### src/rtl/alu_sequencer.sv
// alu_sequencer: requester-side controller for a combinational ALU.
// Accepts an operation over a valid/ready handshake and drives the ALU inputs.
// After EXEC_CYCLES cycles it captures the result and flags, then offers them
// downstream on a second valid/ready handshake.
module alu_sequencer #(
  parameter int DATA_W      = 32,
  parameter int EXEC_CYCLES = 1,
  parameter int CNT_W       = 16
) (
  input  logic              i_clk,
  input  logic              i_rst,
  input  logic              i_req_valid,
  output logic              o_req_ready,
  input  logic [DATA_W-1:0] i_req_op1,
  input  logic [DATA_W-1:0] i_req_op2,
  input  logic [3:0]        i_req_ctl,
  output logic [DATA_W-1:0] o_alu_operand1,
  output logic [DATA_W-1:0] o_alu_operand2,
  output logic [3:0]        o_alu_control,
  input  logic [DATA_W-1:0] i_alu_result,
  input  logic              i_alu_zero,
  input  logic              i_alu_neg,
  output logic              o_rsp_valid,
  input  logic              i_rsp_ready,
  output logic [DATA_W-1:0] o_rsp_result,
  output logic              o_rsp_zero,
  output logic              o_rsp_neg,
  output logic              o_rsp_err,
  output logic [CNT_W-1:0]  o_op_count
);

  typedef enum logic [1:0] {
    IDLE = 2'd0,
    EXEC = 2'd1,
    RESP = 2'd2
  } state_t;

  // The counter is loaded with EXEC_CYCLES-1 so the capture happens on the
  // EXEC_CYCLES-th edge after acceptance.
  localparam logic [3:0] EXEC_LOAD = 4'(EXEC_CYCLES - 1);

  state_t            state_q, state_d;
  logic [3:0]        cnt_q, cnt_d;
  logic [DATA_W-1:0] alu_op1_q, alu_op1_d;
  logic [DATA_W-1:0] alu_op2_q, alu_op2_d;
  logic [3:0]        alu_ctl_q, alu_ctl_d;
  logic              rsp_valid_q, rsp_valid_d;
  logic [DATA_W-1:0] rsp_result_q, rsp_result_d;
  logic              rsp_zero_q, rsp_zero_d;
  logic              rsp_neg_q, rsp_neg_d;
  logic              rsp_err_q, rsp_err_d;
  logic [CNT_W-1:0]  op_count_q, op_count_d;

  function automatic logic ctl_is_legal(input logic [3:0] ctl);
    case (ctl)
      4'b0000, 4'b0001, 4'b0010, 4'b0011,
      4'b0110, 4'b1000, 4'b1001, 4'b1010: return 1'b1;
      default:                            return 1'b0;
    endcase
  endfunction

  // Next-state and next-output computation for the IDLE/EXEC/RESP sequence.
  always_comb begin
    state_d      = state_q;
    cnt_d        = cnt_q;
    alu_op1_d    = alu_op1_q;
    alu_op2_d    = alu_op2_q;
    alu_ctl_d    = alu_ctl_q;
    rsp_valid_d  = rsp_valid_q;
    rsp_result_d = rsp_result_q;
    rsp_zero_d   = rsp_zero_q;
    rsp_neg_d    = rsp_neg_q;
    rsp_err_d    = rsp_err_q;
    op_count_d   = op_count_q;
    case (state_q)
      IDLE: begin
        if (i_req_valid) begin
          if (ctl_is_legal(i_req_ctl)) begin
            alu_op1_d = i_req_op1;
            alu_op2_d = i_req_op2;
            alu_ctl_d = i_req_ctl;
            cnt_d     = EXEC_LOAD;
            state_d   = EXEC;
          end else begin
            rsp_result_d = '0;
            rsp_zero_d   = 1'b0;
            rsp_neg_d    = 1'b0;
            rsp_err_d    = 1'b1;
            rsp_valid_d  = 1'b1;
            state_d      = RESP;
          end
        end
      end
      EXEC: begin
        if (cnt_q == 4'd0) begin
          rsp_result_d = i_alu_result;
          rsp_zero_d   = i_alu_zero;
          rsp_neg_d    = i_alu_neg;
          rsp_err_d    = 1'b0;
          rsp_valid_d  = 1'b1;
          state_d      = RESP;
        end else begin
          cnt_d = cnt_q - 4'd1;
        end
      end
      RESP: begin
        if (i_rsp_ready) begin
          rsp_valid_d = 1'b0;
          state_d     = IDLE;
          if (!rsp_err_q) begin
            op_count_d = op_count_q + CNT_W'(1);
          end
        end
      end
      default: state_d = IDLE;
    endcase
  end

  // Register all state; reset drops any in-flight transaction.
  always_ff @(posedge i_clk) begin
    if (i_rst) begin
      state_q      <= IDLE;
      cnt_q        <= '0;
      alu_op1_q    <= '0;
      alu_op2_q    <= '0;
      alu_ctl_q    <= '0;
      rsp_valid_q  <= 1'b0;
      rsp_result_q <= '0;
      rsp_zero_q   <= 1'b0;
      rsp_neg_q    <= 1'b0;
      rsp_err_q    <= 1'b0;
      op_count_q   <= '0;
    end else begin
      state_q      <= state_d;
      cnt_q        <= cnt_d;
      alu_op1_q    <= alu_op1_d;
      alu_op2_q    <= alu_op2_d;
      alu_ctl_q    <= alu_ctl_d;
      rsp_valid_q  <= rsp_valid_d;
      rsp_result_q <= rsp_result_d;
      rsp_zero_q   <= rsp_zero_d;
      rsp_neg_q    <= rsp_neg_d;
      rsp_err_q    <= rsp_err_d;
      op_count_q   <= op_count_d;
    end
  end

  assign o_req_ready    = (state_q == IDLE);
  assign o_alu_operand1 = alu_op1_q;
  assign o_alu_operand2 = alu_op2_q;
  assign o_alu_control  = alu_ctl_q;
  assign o_rsp_valid    = rsp_valid_q;
  assign o_rsp_result   = rsp_result_q;
  assign o_rsp_zero     = rsp_zero_q;
  assign o_rsp_neg      = rsp_neg_q;
  assign o_rsp_err      = rsp_err_q;
  assign o_op_count     = op_count_q;

endmodule

### config.mk
export PLATFORM = sky130hd
export DESIGN_NAME = alu_sequencer
export DESIGN_NICKNAME = d
export VERILOG_FILES = /design/src/rtl/alu_sequencer.sv
export SDC_FILE = /design/constraint.sdc
export NUM_CORES = 1
export LEC_CHECK = 0
export ABC_AREA = 1
export BUFFER_PORTS_ARGS = -buffer_cell sky130_fd_sc_hd__clkbuf_2
export CELL_PAD_IN_SITES_DETAIL_PLACEMENT = 0
export CELL_PAD_IN_SITES_GLOBAL_PLACEMENT = 1
export CORE_MARGIN = 2
export CORE_UTILIZATION = 30
export CTS_BUF_LIST = sky130_fd_sc_hd__clkbuf_8
export DETAILED_ROUTE_END_ITERATION = 12
export GPL_TIMING_DRIVEN = 0
export PLACE_DENSITY = 0.83
export SLEW_MARGIN = 25
export SYNTH_ARGS = -nofsm -noshare
export SYNTH_HDL_FRONTEND = slang
export SYNTH_SLANG_ARGS = --single-unit
### constraint.sdc
create_clock -name i_clk -period 2.4 [get_ports i_clk]
set_input_delay 0.48 -clock i_clk [delete_from_list [all_inputs] [get_ports i_clk]]
set_output_delay 0.48 -clock i_clk [all_outputs]
set_load 0.005 [all_outputs]
---- Yosys cells after proc, flatten, opt, wreduce, memory -nomap -nowiden ----
Memories as Yosys holds them, arrays and structs flattened.
Cells that the tools add are included.
cells by class
  $add $sub $neg .......................... 2
  eq/ne operators ......................... 8
  muxes and demuxes ....................... 28
  bitwise operators ....................... 1
  reduce and logical (&&, ||, !) cells .... 10
operators by type and width
  operator                                                                 count
  32-bit two-way mux                                                       3
  32-bit one-hot mux with 2 select lines                                   1
  16-bit by 1-bit adder with 16-bit output, second input constant          1
  4-bit two-way mux                                                        3
  1-bit two-way mux                                                        11
  2-bit inequality test, second input constant                             5
  3-bit AND reduction                                                      3
  2-bit two-way mux                                                        4
  4-bit one-hot mux with 2 select lines                                    1
  4-bit AND reduction                                                      2
  1-bit one-hot mux with 2 select lines                                    3
  2-bit one-hot mux with 3 select lines                                    1
  5-bit AND reduction                                                      1
  4-bit logical NOT                                                        1
  4-bit by 1-bit subtractor with 4-bit output, second input constant       1
  1-bit one-hot mux with 3 select lines                                    1
  3-bit nonzero test                                                       1
  2-bit by 1-bit == test with 1-bit output, second input constant          1
  2-bit == test, second input constant                                     1
  2-bit logical NOT                                                        1
  2-bit by 1-bit inequality test with 1-bit output, second input constant  1
  2-bit nonzero test                                                       1
  1-bit inverter                                                           1
storage, ports and cells
  flip-flop bits (word level) ............. 126
  bits in read-only memories .............. 16
  input port bits ......................... 106
  output and inout bits ................... 121
  word-level logic and storage cells ...... 61
  memories ................................ 1
memory list
  memory            words  width  read ports  clocked after Yosys merged registers in  wr ports  line  source
  (name not given)  16     1      1           0                                        0         55    case (ctl)

---- Logic depth before layout (Yosys ltp) ----
An unclocked memory read counts as a cell.
  depth after elaboration ................. 6
  gate-level depth with buffers ........... 10
  gate-level depth less buffers ........... 9

---- Least setup slack after synthesis ----
Ideal clock, no wire load.
  kind .................................... input -> register
  start point ............................. input i_req_ctl[1]
  end point ............................... register alu_ctl_q[0] (netlist: o_alu_control[0])
  library setup time ...................... 0.116 ns
  data arrival time ....................... 1.379 ns
  path slack .............................. 0.905 ns
  stages on the path ...................... 9
  cell sequence ........................... inv_1 -> o21ai_1 -> nand2_1 -> nor2_4 -> inv_2 -> buf_6 -> buf_2 -> nor2_1 -> nor2_1
on the way
  word-level cells in the longest chain between the ends .. 4
RTL lines
  item                           line  source
  start: declaration             16    input logic [3:0] i_req_ctl,
  memory read 16 x 1 bit         --
  1-bit two-way mux              77    if (i_req_valid) begin
  1-bit two-way mux              75    case (state_q)
  3-bit AND reduction (no line)  --
  end signal: assignment         138   alu_ctl_q <= alu_ctl_d;
  end: declaration               46    logic [3:0] alu_ctl_q, alu_ctl_d;
No other way between the ends. The select of a mux whose other input is x is not followed.
A chain may end at the register's enable or synchronous reset.

---- Worst setup path after layout ----
  start point ............................. register cnt_q[0]
  end point ............................... register rsp_result_q[22] (netlist: o_rsp_result[22])
on the way
  word-level cells in the longest chain between the ends .. 3
RTL lines
  item                             line  source
  start: declaration               43    logic [3:0] cnt_q, cnt_d;
  start signal: assignment         135   cnt_q <= cnt_d;
  4-bit logical NOT                95    if (cnt_q == 4'd0) begin
  2-bit inequality test (no line)  --
  4-bit AND reduction (no line)    --
  end signal: assignment           140   rsp_result_q <= rsp_result_d;
  end: declaration                 48    logic [DATA_W-1:0] rsp_result_q, rsp_result_d;
No other way between the ends.

==> flow_summary.yaml <==
finish:
  layout-drive-gt1-share: 0.324
  area.growth.synth_to_final_pct: 37.9
  register_area_um2: 2520
  n_antenna_cell: 0
  postLayoutCoreUtil: 0.425
  multi_input_area_um2: 1940
  num-fill-cells: 1655
  layout.nets: 976
grt:
  grt_pass1_vias: 4558
  grt_pass1_wl_um: 22500
  antenna_found_initial: 0
  grt_max_degree: 17
  overflow: 0
  grtUsageTotal: 0.172
worst_setup_path:
  end_kind: "flip-flop"
  crit_type: "flip-flop to flip-flop"
  r2r_start: "cnt_q[0]$_SDFFE_PP0P_"
  critical_path.max_fanout: 10
  r2r_end: "o_rsp_result[22]$_SDFFE_PP0P_"
  cp_data_arrival_time_ns: 1.94
  cp_data_required_time_ns: 2.70
  ff2ff_path_depth: 10
  cp-start-kind: "flip-flop"
  r2r_slack_ns: 0.76
clocking:
  clk_path_buf_depth: 2
  hold_buffers: 0
  post-cts-setup-buffers: 0
  tritoncts: "built"
  htreeDepth: 4
  cts_inserted_buffers: 17
  clockRootBuffer: "clkbuf_8"
  cts_resized: 0
  cts_sinks: 126
  clk_pin_slew_ns: 0.08
  insertion_delay_ns: 0.43
floorplan:
  rows: 45
  core_um2: 15300
  fp.dieArea_um2: 16800
  io_pins: 227
  die_y_um: 129
  start_util: 0.308
  dieWidth_um: 129
logic_synthesis:
  syn_inst: 623
  yosysWarnings: 0
  yosys.area.top_type_share: 0.534
  yosysTopAreaCell: "dfxtp_1"
  synth_nets: 732
  synth_edf_count: 0
  post-synth-top-count-cell: "nor2_1"
  async_reset_ff_frac: 0
  ys_types: 26
  yosys-top-cells-area: "dfxtp_1, nor2_1, nand2_1"
  syn_area_um2: 4720
  synthTopCellsByCount: "nor2_1, dfxtp_1, nand2_1"
  synthFlopType: "dfxtp_1"
  avgSynthCellArea_um2: 7.58
  synth_seq_cells: 126
  synth-seq-area-share: 0.534
routing:
  drt_iter0_markers: 183
  viasPerCell: 4.38
  drt_wl_total_um: 14100
  post_drt_wl_per_cell_um: 12.9
  vias: 4783
  first_pass_iters: 4
  postRouteAntennaNets: 0
  drc_errors: 0
placement:
  port_buffers: 225
  gp_congestion: 0.775
  hpwl_um: 10400
hold_path:
  hp-start: "i_req_op1[0]"
  hold-path-endpoint: "o_alu_operand1[0]$_SDFFE_PP0P_"
  holdPathStages: 3
  hold_class: "input port to flip-flop"
sta:
  finalHoldViolCount: 0
  max_freq_mhz: 609
  clock_skew_ns: 0.0129
  tns_ns: 0
  drv_slew: 0
  relSlewSlack: 0.621
  setup_violations: 0
  fin_crit_ns: 1.64
  tightest_slew_ns: 0.568
  period_share: 0.684
  holdWs_ns: 0.260
  grt_setup_unrepaired: "false"
run_status:
  status: "completed"
power_and_ir_drop:
  irDropWorstVdd_mv: 0.452
  p_per_area_nw_per_um2: 762
  power_mw: 4.97
  leakage_nw: 3.12
run:
  maxCapViolations: 0
[worst max-delay path, cell delays in order, from the launching register on]
cell and delay [ns]:
dfxtp_1 0.32, inv_1 0.10, ha_1 0.15, nand3_1 0.14, nor2_4 0.23, inv_2 0.07, nand2_2 0.07, nand2_4 0.10
buf_2 0.21, nand2_1 0.07, a21oi_1 0.05
[metal layers]
layer | wire [µm] | vias up | global-route usage | part of all wire
met5 | 0 | - | 0 | 0
met4 | 189 | 0 | 0.0569 | 0.013
li1 | - | 2493 | - | -
met1 | 6300 | 2098 | 0.210 | 0.45
met3 | 1360 | 14 | 0.0714 | 0.097
met2 | 6230 | 178 | 0.276 | 0.44
[cell type report]
cell class                      count  share of cell area
Sequential cell                   126               0.387
Buffer                             33              0.0240
Clock inverter                     13              0.0213
Clock buffer                       19              0.0402
Tap cell                          211              0.0405
Timing Repair Buffer              225               0.173
Inverter                           28              0.0161
Multi-Input combinational cell    436               0.298
[kinds of logic after synthesis]
kind of cell	after synthesis	share of synthesized area
XOR/XNOR	3	0.00557
buffers and inverters	61	0.0554
flip-flops	126	0.534
adder cells (fa/ha/maj)	3	0.00795
AO/OA/AOI/OAI	127	0.135
AND/OR/NAND/NOR	303	0.262
[layout by cell type, fill, tap and decap left out, drive strengths merged]
cell	n
a21oi	51
buf	12
bufinv	2
clkbuf	265
clkinv	6
clkinvlp	1
dfxtp	126
ha	3
inv	32
nand2	116
nand3	16
nand4	4
nor2	164
nor3	1
nor3b	2
o21a	1
o21ai	75
xnor2	1
xor2	2
[metrics by stage]
stage,area (µm²),cells,worst slack [ns]
after global placement,6110,1059,0.420
after detailed placement,6110,1059,0.381
after CTS,6510,1091,0.734
after floorplan,4720,623,0.905
after global routing,6510,1091,0.552
final,6510,1091,0.759
[worst max path at each step]
stage / startpoint / end / slack (ns) / cells past startpoint
2_1_floorplan: i_req_ctl[1] / o_alu_control[0]$_SDFFE_PP0P_ / 0.90 / 9
3_3_place_gp: i_rst / cnt_q[1]$_SDFFE_PP0P_ / 0.42 / 5
3_5_place_dp: i_rst / cnt_q[1]$_SDFFE_PP0P_ / 0.38 / 5
4_1_cts: cnt_q[0]$_SDFFE_PP0P_ / o_rsp_result[4]$_SDFFE_PP0P_ / 0.73 / 10
5_1_grt: cnt_q[0]$_SDFFE_PP0P_ / o_rsp_result[4]$_SDFFE_PP0P_ / 0.55 / 10
6_report: cnt_q[0]$_SDFFE_PP0P_ / o_rsp_result[22]$_SDFFE_PP0P_ / 0.76 / 10
[power breakdown]
| part | internal, mW | switching [mW] |
|---|---|---|
| clock | 0.983 | 0.892 |
| sequential | 2.25 | 0.0842 |
| combinational | 0.312 | 0.440 |
| total | 3.55 | 1.42 |
[sequential cells by signal, summed over array words and instances (netlist names)]
name and flops:
o_alu_operand1 32, o_alu_operand2 32, o_rsp_result 32, o_op_count 16
cnt_q 4, o_alu_control 4, state_q 2, o_rsp_err 1
o_rsp_neg 1, o_rsp_valid 1, o_rsp_zero 1
Power figures use the tool's default switching activity.
